--- src/rtl/mux_sync_tx.sv ---
// Source side of the mux-based CDC path: holds a word on xfer_data, raises xfer_en as a
// level request and runs a four-phase handshake against a synchronized ack from the far side.
module mux_sync_tx #(
  parameter int WIDTH          = 3,
  parameter int SYNC_STAGES    = 2,
  parameter int SETUP_CYCLES   = 1,
  parameter int TIMEOUT_CYCLES = 1024,
  parameter int CNT_W          = 16
) (
  input  logic             clk1,
  input  logic             rst1,
  input  logic             src_valid,
  input  logic [WIDTH-1:0] src_data,
  output logic             src_ready,
  output logic [WIDTH-1:0] xfer_data,
  output logic             xfer_en,
  input  logic             ack_async,
  output logic             done,
  output logic             busy,
  output logic [CNT_W-1:0] xfer_count,
  input  logic             err_clr,
  output logic             err_timeout
);

  localparam int SET_W = (SETUP_CYCLES > 1) ? $clog2(SETUP_CYCLES) : 1;
  localparam int TO_W  = $clog2(TIMEOUT_CYCLES);
  localparam logic [SET_W-1:0] SETUP_INIT = SET_W'(SETUP_CYCLES - 1);
  localparam logic [TO_W-1:0]  TO_MAX     = TO_W'(TIMEOUT_CYCLES - 1);

  typedef enum logic [1:0] {S_IDLE, S_SETUP, S_REQ, S_DROP} state_t;

  state_t                 r_state;
  state_t                 w_state_next;
  logic [SYNC_STAGES-1:0] r_ack_sync;
  logic [SET_W-1:0]       r_setup_cnt;
  logic [TO_W-1:0]        r_to_cnt;
  logic [TO_W-1:0]        w_to_inc;
  logic [WIDTH-1:0]       r_xfer_data;
  logic                   r_xfer_en;
  logic                   r_done;
  logic [CNT_W-1:0]       r_xfer_count;
  logic                   r_err_timeout;
  logic                   w_ack_sync;
  logic                   w_accept;
  logic                   w_waiting;
  logic                   w_enter_req;
  logic                   w_complete;

  assign w_ack_sync  = r_ack_sync[SYNC_STAGES-1];
  assign src_ready   = (r_state == S_IDLE) && !w_ack_sync;
  assign w_accept    = src_valid && src_ready;
  assign w_waiting   = (r_state == S_REQ) || (r_state == S_DROP);
  assign w_enter_req = (w_state_next == S_REQ) && (r_state != S_REQ);
  assign w_complete  = (r_state == S_DROP) && !w_ack_sync;
  assign w_to_inc    = (r_to_cnt == TO_MAX) ? r_to_cnt : r_to_cnt + TO_W'(1);

  assign xfer_data   = r_xfer_data;
  assign xfer_en     = r_xfer_en;
  assign done        = r_done;
  assign busy        = (r_state != S_IDLE);
  assign xfer_count  = r_xfer_count;
  assign err_timeout = r_err_timeout;

  always_comb begin
    w_state_next = r_state;
    case (r_state)
      S_IDLE:  if (w_accept) w_state_next = S_SETUP;
      S_SETUP: if (r_setup_cnt == '0) w_state_next = S_REQ;
      S_REQ:   if (w_ack_sync) w_state_next = S_DROP;
      S_DROP:  if (!w_ack_sync) w_state_next = S_IDLE;
      default: w_state_next = S_IDLE;
    endcase
  end

  always_ff @(posedge clk1) begin
    if (rst1) begin
      r_state       <= S_IDLE;
      r_ack_sync    <= '0;
      r_setup_cnt   <= '0;
      r_to_cnt      <= '0;
      r_xfer_data   <= '0;
      r_xfer_en     <= 1'b0;
      r_done        <= 1'b0;
      r_xfer_count  <= '0;
      r_err_timeout <= 1'b0;
    end else begin
      r_state    <= w_state_next;
      r_ack_sync <= {r_ack_sync[SYNC_STAGES-2:0], ack_async};
      // Registered from the next state so the enable is a clean flop output.
      r_xfer_en  <= (w_state_next == S_REQ);
      r_done     <= w_complete;
      if (w_complete) r_xfer_count <= r_xfer_count + CNT_W'(1);

      if (w_accept) begin
        r_xfer_data <= src_data;
        r_setup_cnt <= SETUP_INIT;
      end else if ((r_state == S_SETUP) && (r_setup_cnt != '0)) begin
        r_setup_cnt <= r_setup_cnt - SET_W'(1);
      end

      if (w_enter_req) r_to_cnt <= '0;
      else if (w_waiting) r_to_cnt <= w_to_inc;

      // A set in the same cycle as err_clr takes priority.
      if (w_waiting && (w_to_inc == TO_MAX)) r_err_timeout <= 1'b1;
      else if (err_clr) r_err_timeout <= 1'b0;
    end
  end

endmodule
--- config.mk ---
export PLATFORM = sky130hd
export DESIGN_NAME = mux_sync_tx
export DESIGN_NICKNAME = d
export VERILOG_FILES = /design/src/rtl/mux_sync_tx.sv
export SDC_FILE = /design/constraint.sdc
export NUM_CORES = 1
export LEC_CHECK = 0
export BUFFER_PORTS_ARGS = -buffer_cell sky130_fd_sc_hd__buf_2
export CORE_UTILIZATION = 59
export CTS_CLUSTER_DIAMETER = 80
export DETAILED_ROUTE_END_ITERATION = 10
export PLACE_DENSITY = 0.84
export RECOVER_POWER = 50
export SYNTH_ARGS = -nofsm -noshare
export SYNTH_HDL_FRONTEND = slang
export SYNTH_SLANG_ARGS = --single-unit
--- constraint.sdc ---
create_clock -name clk1 -period 2.8 [get_ports clk1]
set_input_delay 0.28 -clock clk1 [delete_from_list [all_inputs] [get_ports clk1]]
set_output_delay 0.28 -clock clk1 [all_outputs]
set_load 0.02 [all_outputs]
==> run summary, run 1 <==
STA classifies the critical path startpoint as a flop. After routing, the total negative slack on setup checks comes to 0 ns. Later-pin clock latency in the skew report: 0.35 ns. The largest incremental delay on the critical path came out at 0.70 ns. Hold timing on the final database bottoms out at a slack of 0.1382 ns.

Counting flops with a built-in enable in the synthesized netlist gives 0. Top cell family by delay on the critical path: simple AND/OR/NAND/NOR gates. Number of DRC markers in iteration 0: 130. Chip width: 56.84 um. In this run the critical register-to-register path is launched from r_state[1]. The tools report the global-route wire length before repair as 6292 um. In this run the cell area of the synthesized design comes to 1774 sq um. The share of the synthesized area in compound gates (AO/OA/AOI/OAI) was 0.1361; the fraction of the yosys area taken by sequential cells was 0.4175.

The repair_antennas step left the layout with diodes totalling 0. The adder-cell area share of the yosys netlist was 0.01410; the die area was 3230 sq um. The number of clock buffers added by TritonCTS is 5. IR analysis of the VDD net gives a maximum drop of 0.4409 mV. The cts-stage hold buffer count was 0; the switching power summed over all nets was 0.2531 mW.

After synthesis, the largest family of logic cells by area is simple AND/OR/NAND/NOR gates. The tools report the number of pins exceeding their max-slew limit in the final report as 0. The xor and xnor area share after synthesis came out at 0.05924. The flow ran to the end, but the final reports show violations. The tools report the critical path launch point as r_state[1]. For this run, design rule violations remaining after detail routing come to 4.

The fraction of synthesized cell area taken by the top area cell type works out to 0.4175. In this run the power density over the cells is 525.9 nW/um^2. The maximum operating frequency was 423.4 MHz; the synthesis-stage register bit count was 37. Synthesis produced a netlist whose cell count is 204. In this run the critical register-to-register path is captured at xfer_count[13].

At the end of the flow, the number of nets in the layout was 242. The clock-pin slew on the worst setup and hold paths is 0.12 ns. Worst setup path category: flop to flop.

The synthesized area divided by synthesized cell count is 8.697 sq um. Setup repair after global routing left no endpoint under its margin. The hold path depth is 2. TritonCTS built the clock tree. The vertical die dimension was 56.84 um. In this run the number of cells on the critical path is 4. The share of synthesized registers carrying an async set or reset was 0.

Once the clock tree was built, the resizer swapped 0 gates to a different size. In this run the clock root is driven by a sky130_fd_sc_hd__clkbuf_4. Global routing finished with a remaining overflow of 0. Data arrives at the worst endpoint at 2.63 ns. The run gives 32 as the number of I/O pins. The number of buffers added on ports is 31, and the buffering stage count on the worst path with inverters included is 0. The via-per-instance ratio was 6.080; the pin count of the biggest net entering global routing was 30. The detailed-placement wirelength estimate came out at 2504 um. For the internal reg-to-reg setup slack, the log shows 0.44 ns. The library cell contributing the largest single delay on the critical path is sky130_fd_sc_hd__or4_1.

The cell with the most instances on the worst path was sky130_fd_sc_hd__or4_1. In the post-synthesis netlist, the biggest area contributors are sky130_fd_sc_hd__dfxtp_1, sky130_fd_sc_hd__nor2_1, sky130_fd_sc_hd__a21oi_1. For the final database, setup skew stands at 0.01170 ns. The global router's overall resource usage is 0.2545. For this run, the number of Yosys warnings is 0. Summed over all layers, the routed wires come to 3661 um. The share of final-layout standard cells stronger than drive strength 1 is 0.09442.

Relative to the synthesized area, the layout overhead comes to 11.14%. In this run the static leakage power is 0.6826 nW. The path depth of the worst reg2reg path works out to 4. The most used flip-flop cell after synthesis is sky130_fd_sc_hd__dfxtp_1.

The area of the placeable core was 2805 sq um. For the sequential cell fraction of total power, the log shows 0.535. The internal portion of the total power is 0.7839 mW. The worst setup path is captured at a flop.

The largest total area in the synthesized netlist belongs to sky130_fd_sc_hd__dfxtp_1. In this run the core area contains 19 standard-cell rows. Share of synthesized cell area in and, or, nand and nor gates: 0.3054. The run gives 0 as the post-detailed-route count of antenna-violating nets.

Classification of the worst-slack hold path: primary input to flop. The H-tree was split into 2 levels. Counting I/O delays and the setup requirement, the final critical path takes 2.362 ns.

The worst hold path terminates at r_ack_sync[0]. The share of total power in the clock network was 0.381. At the pin with the least slew margin, the transition time is 1.209 ns. For the combinational share of power, the log shows 0.084. Setup violations remaining at the end of the flow were counted as 0.

The tools report the worst max-slew margin expressed relative to the limit as 0.1937. Counting along the longest clock path gives a buffer depth of 2. Of all nets on the critical path, the largest fanout is 17. Multiplexer fraction of the synthesized cell area: 0.02821. The post-CTS setup repair buffer count was 0; the data required time at the worst endpoint was 3.06 ns. For the number of endpoints with negative hold slack in the final report, the log shows 0.

The tools report the total vias in the final route as 1605. The tools report the number of max-cap violations as 0. Share of the clock period used by the worst path: 0.8435.

The number of different library cells used by synthesis comes to 47. The via count of the first global-routing pass came out at 1510. At the end of routability-driven placement, the weighted congestion stood at 0.8816. The signal on the critical path passes through nand3b_1 > or4_1 > or4_1 > a21oi_1. When the netlist entered floorplanning its net count stood at 214. The run gives 37 as the count of clock tree sinks. The initial cell density of the core was 0.6325. The final reports fail on design-rule violations. Average routed wire per standard cell: 13.87 um.

Hold path startpoint: ack_async. The initial antenna violation count was 0. The switching power share of the total came out at 0.2441. The first TritonRoute pass finished after 7 iterations.
cells in the mapped netlist (3+ instances only):
cell                       instances
sky130_fd_sc_hd__and4_1            3
sky130_fd_sc_hd__nor3b_1           3
sky130_fd_sc_hd__clkbuf_1          6
sky130_fd_sc_hd__or4_1             4
sky130_fd_sc_hd__nor2_1           26
sky130_fd_sc_hd__mux2i_1           5
sky130_fd_sc_hd__dfxtp_1          37
sky130_fd_sc_hd__nor4b_1           3
sky130_fd_sc_hd__a211oi_1          4
sky130_fd_sc_hd__xor2_1            6
sky130_fd_sc_hd__nand3_1           6
sky130_fd_sc_hd__nand4_1           5
sky130_fd_sc_hd__inv_1             7
sky130_fd_sc_hd__nor2b_1           6
sky130_fd_sc_hd__xnor2_1           6
sky130_fd_sc_hd__nand2_1           9
sky130_fd_sc_hd__and3_1            3
sky130_fd_sc_hd__or3_1             3
sky130_fd_sc_hd__a31oi_1           4
sky130_fd_sc_hd__o31ai_1           3
sky130_fd_sc_hd__nor3_1            9
sky130_fd_sc_hd__a21oi_1          11
sky130_fd_sc_hd__o21ai_0           6
cell usage in the layout, fill, tap and decap left out, drive strengths merged, types with 2 or more instances in the layout:
master  instances
xor2            6
or4             4
nor2b           6
nor3b           3
a31oi           4
or2             2
nand3           6
nor2           26
or3             4
dfxtp          37
a21oi          11
a211oi          4
ha              2
inv             7
nand4           6
clkbuf         29
mux2i           5
nand3b          3
and4            3
nor3            9
and3            3
buf             8
and2            2
o21ai           6
o31ai           3
nand2           9
nor4b           3
xnor2           6
how the worst max path moves through the flow:
stage | to | slack, ns
after floorplan | xfer_count[12] | 0.85
after global placement | xfer_count[15] | 0.77
after detailed placement | xfer_count[13] | 0.65
after CTS | xfer_count[13] | 0.62
after global routing | xfer_count[13] | 0.29
final | xfer_count[13] | 0.44
sequential cells by signal, indices dropped and copies added (netlist names):
name	cells
r_to_cnt	10
r_setup_cnt	1
r_ack_sync	2
xfer_data	3
err_timeout	1
done	1
r_state	2
xfer_count	16
xfer_en	1
power groups by stage:
stage | Sequential (mW) | Combinational, mW | Clock (mW)
detailed placement | 0.568 | 0.0895 | 0
finish | 0.555 | 0.0866 | 0.395
global route | 0.558 | 0.0964 | 0.425
global placement | 0.566 | 0.0863 | 0
floorplan | 0.566 | 0.0655 | 0
CTS | 0.556 | 0.0899 | 0.407
per-layer routing:
| metal | GRT usage | share of wire |
|---|---|---|
| met5 | 0 | 0 |
| met4 | 0.1463 | 0.011 |
| met3 | 0.07143 | 0.061 |
| met2 | 0.4184 | 0.47 |
| met1 | 0.2957 | 0.46 |
kinds of logic (layout without fill, tap and decap cells):
kind of cell,after synthesis,in the layout
AND/OR/NAND/NOR,94,94
multiplexers,5,5
XOR/XNOR,12,12
buffers and inverters,17,46
adder cells (fa/ha/maj),2,2
flip-flops,37,37
AO/OA/AOI/OAI,37,37
final cells by class:
cell class                 count  area, sq um
clock buffer                   6        51.30
multi-input combinational    150        950.9
clock inverter                 2        37.54
tap                           31        38.79
timing repair buffer          31        126.4
inverter                       7        26.28
fill                         226        833.3
sequential                    37        740.7
per-stage QoR:
step                  util  area [sq um]  instances  setup WS (ns)  power (mW)
floorplan                -          1774        204         0.8534      0.6319
finish              0.7029          1972        264         0.4382       1.037
global placement    0.6860          1924        256         0.7696      0.6525
global route        0.7029          1972        264         0.2920       1.080
detailed placement  0.6860          1924        256         0.6505      0.6578
CTS                 0.7177          2013        264         0.6216       1.053
No activity file was read; power rests on OpenSTA's default activity.
==> inputs of run 2 (changes only) <==
CORE_UTILIZATION = 49   (was 59)
PLACE_DENSITY = 0.74   (was 0.84)
clock period = 2.1 ns   (was 2.8 ns; I/O delays follow)
==> run summary, run 2 (synthesized netlist as in run 1, its figures left out) <==
The run finished with clean final reports. Critical Path, Cell by Cell: nand3b_4 > or4_1 > or4_1 > a21oi_1 (was nand3b_1 > or4_1 > or4_1 > a21oi_1). The cts-stage hold buffer count is 0 (unchanged).

For the global-route wire length before repair, the log shows 6237 um (was 6292 um). The tools report the number of diodes added for antenna fixing as 0 (unchanged). The tools report the number of I/O pins as 32 (unchanged). The logs give 21 (was 30) for the pin count of the biggest net entering global routing and 0.1577 ns (was 0.4382 ns) for the setup slack after layout.

The run gives 514.8 MHz (was 423.4 MHz) as the maximum operating frequency. The remaining global-route overflow is 0 (unchanged), and the final critical delay including setup and external delays is 1.942 ns (was 2.362 ns). The tools report the total vias in the final route as 1561 (was 1605). The tools report the via count of the first global-routing pass as 1386 (was 1510). TritonCTS built the clock tree. The clock tree buffer depth is 2 (unchanged), and the initial cell density of the core is 0.5234 (was 0.6325).

The run gives 1.022 mW (was 0.7839 mW) as the internal power. Arrival time at the worst endpoint: 2.23 ns (was 2.63 ns). The final total negative setup slack was 0 ns (unchanged); the post-route clock skew was 0.01117 ns (was 0.01170 ns). The share of the clock period used by the worst path is 0.9249 (was 0.8435).

The post-place setup slack is 0.2006 ns (was 0.6505 ns), and the buffering stage count on the worst path with inverters included is 0 (unchanged). For the area of the placeable core, the log shows 3390 sq um (was 2805 sq um). The logs give 320 (was 226) for the count of fill cells added during filler insertion and 247 (was 242) for the total number of nets in the final design. The via-per-instance ratio is 5.496 (was 6.080).

The tools report the die area as 3866 sq um (was 3230 sq um). Critical path launch point: r_state[0] (was r_state[1]). The tools report the share of total power in the clock network as 0.369 (was 0.381). Vertical die dimension: 62.18 um (was 56.84 um). The number of DRC markers in iteration 0 is 90 (was 130), and the initial antenna violation count is 0 (unchanged). Cell area power density: 676.7 nW/um^2 (was 525.9 nW/um^2).

Number of flip-flops in the largest register: 16 (unchanged). The clock-pin slew on the worst setup and hold paths works out to 0.12 ns (about the same). The launching element type of the critical path was a flop (unchanged). The area growth from synthesis to final layout came out at 14.46% (was 11.14%). The tools report the post-detailed-route count of antenna-violating nets as 0 (unchanged). The library cell contributing the largest single delay on the critical path is sky130_fd_sc_hd__or4_1 (unchanged). The most common library cell in the layout ignoring fill and taps was sky130_fd_sc_hd__dfxtp_1 (unchanged). The post-CTS setup repair buffer count was 0 (unchanged). The final design utilization is 0.5991 (was 0.7029), and the worst max-slew margin expressed relative to the limit is 0.4318 (was 0.1937). Setup repair after global routing left no endpoint under its margin.

Largest incremental delay on the critical path: 0.65 ns (was 0.70 ns). The post-detailed-route DRC marker count was 0 (was 4). The classification of the worst-slack hold path is primary input to flop (unchanged). The iteration count of the initial detailed-routing pass was 4 (was 7); the switching power summed over all nets was 0.3525 mW (was 0.2531 mW).

The tools report the combinational share of power as 0.098 (was 0.084). The leakage power came out at 0.7428 nW (was 0.6826 nW). The tools report the worst reg2reg path startpoint as r_state[0] (was r_state[1]). The total clock buffers created by CTS is 5 (unchanged).

The type of element capturing the critical path was a flop (unchanged). The logs give 3590 um (was 3661 um) for the total wirelength of the detailed-routed design and 2541 um (was 2504 um) for the detailed-placement wirelength estimate. Cell with the most instances on the worst path: sky130_fd_sc_hd__or4_1 (unchanged).

For the later-pin clock latency in the skew report, the log shows 0.35 ns (about the same). The number of max-cap violations is 0 (unchanged). The worst setup path category is flop to flop (unchanged). The number of endpoints with negative hold slack in the final report is 0 (unchanged), and the global router's overall resource usage is 0.2000 (was 0.2545). The largest driver fanout on the critical path works out to 8 (was 17).

Top library cells by usage in the layout, fill and taps aside: sky130_fd_sc_hd__dfxtp_1, sky130_fd_sc_hd__nor2_1, sky130_fd_sc_hd__clkbuf_1 (unchanged). The run gives 0.533 (was 0.535) as the sequential cell fraction of total power. Root buffer selected by CTS: sky130_fd_sc_hd__clkbuf_4 (unchanged). The tools report the number of instances resized during post-cts repair as 0 (unchanged).

The top cell family by delay on the critical path was simple AND/OR/NAND/NOR gates (unchanged). The data required time at the worst endpoint is 2.38 ns (was 3.06 ns), and the number of rows created at floorplan is 21 (was 19). The run gives 0.3762 mV (was 0.4409 mV) as the largest voltage drop on the vdd net. The average routed wire per standard cell works out to 12.64 um (was 13.87 um). Switching power share of the total: 0.2565 (was 0.2441).

The tools report the hold path startpoint as ack_async (unchanged). The setup-violating endpoint count in the final report was 0 (unchanged); the number of levels the H-tree was split into was 2 (unchanged). Chip width: 62.18 um (was 56.84 um). The share of final-layout standard cells stronger than drive strength 1 came out at 0.1176 (was 0.09442).

The run gives 37 (unchanged) as the count of clock tree sinks. Number of buffers added on ports: 31 (unchanged). The number of pins exceeding their max-slew limit in the final report was 0 (unchanged); the global placement routability congestion was 0.8185 (was 0.8816).

The transition time at the pin with the least slew margin was 0.8523 ns (was 1.209 ns).
## run 2: final cells by class
class / count / area, sq um / share of cell area
multi-input cells: 150 / 962.2 / 0.4738
repair buffers: 36 / 162.7 / 0.08010
clock inverters: 3 / 43.79 / 0.02156
well taps: 46 / 57.56 / 0.02834
clock buffers: 5 / 37.54 / 0.01848
flip-flops and latches: 37 / 740.7 / 0.3648
inverters: 7 / 26.28 / 0.01294
## run 2: per-layer routing
metal  global-route usage  up-vias  wire [um]
met1               0.2661      719       1846
met2               0.3049       29       1525
met4              0.07558        0         48
met5                    0        -          0
met3              0.05882        5        170
li1                     -      808          -
## run 2: power by group through the flow
stage	Combinational (mW)	Sequential, mW	Clock (mW)
2_1_floorplan	0.0874	0.755	0
3_3_place_gp	0.138	0.746	0
3_5_place_dp	0.139	0.747	0
4_1_cts	0.139	0.731	0.520
5_1_grt	0.148	0.735	0.546
6_report	0.135	0.732	0.508
## run 2: path summary, 6_finish.rpt
check / end / slack (ns) / cells after the start
worst max-delay path: xfer_count[13] / 0.16 / 4
worst min-delay path: r_ack_sync[0] / 0.08 / 2
worst max register to register: xfer_count[13] / 0.16 / 4
worst min register to register: r_ack_sync[1] / 0.46 / 1
## run 2: per-stage QoR
step / cells / area, sq um / hold WS (ns) / total power [mW]
floorplan: 204 / 1774 / 0.3382 / 0.8425
global placement: 276 / 1981 / 0.4186 / 0.8839
detailed placement: 276 / 1981 / 0.4347 / 0.8860
CTS: 284 / 2062 / 0.07030 / 1.391
global route: 284 / 2031 / 0.09437 / 1.430
finish: 284 / 2031 / 0.07551 / 1.374
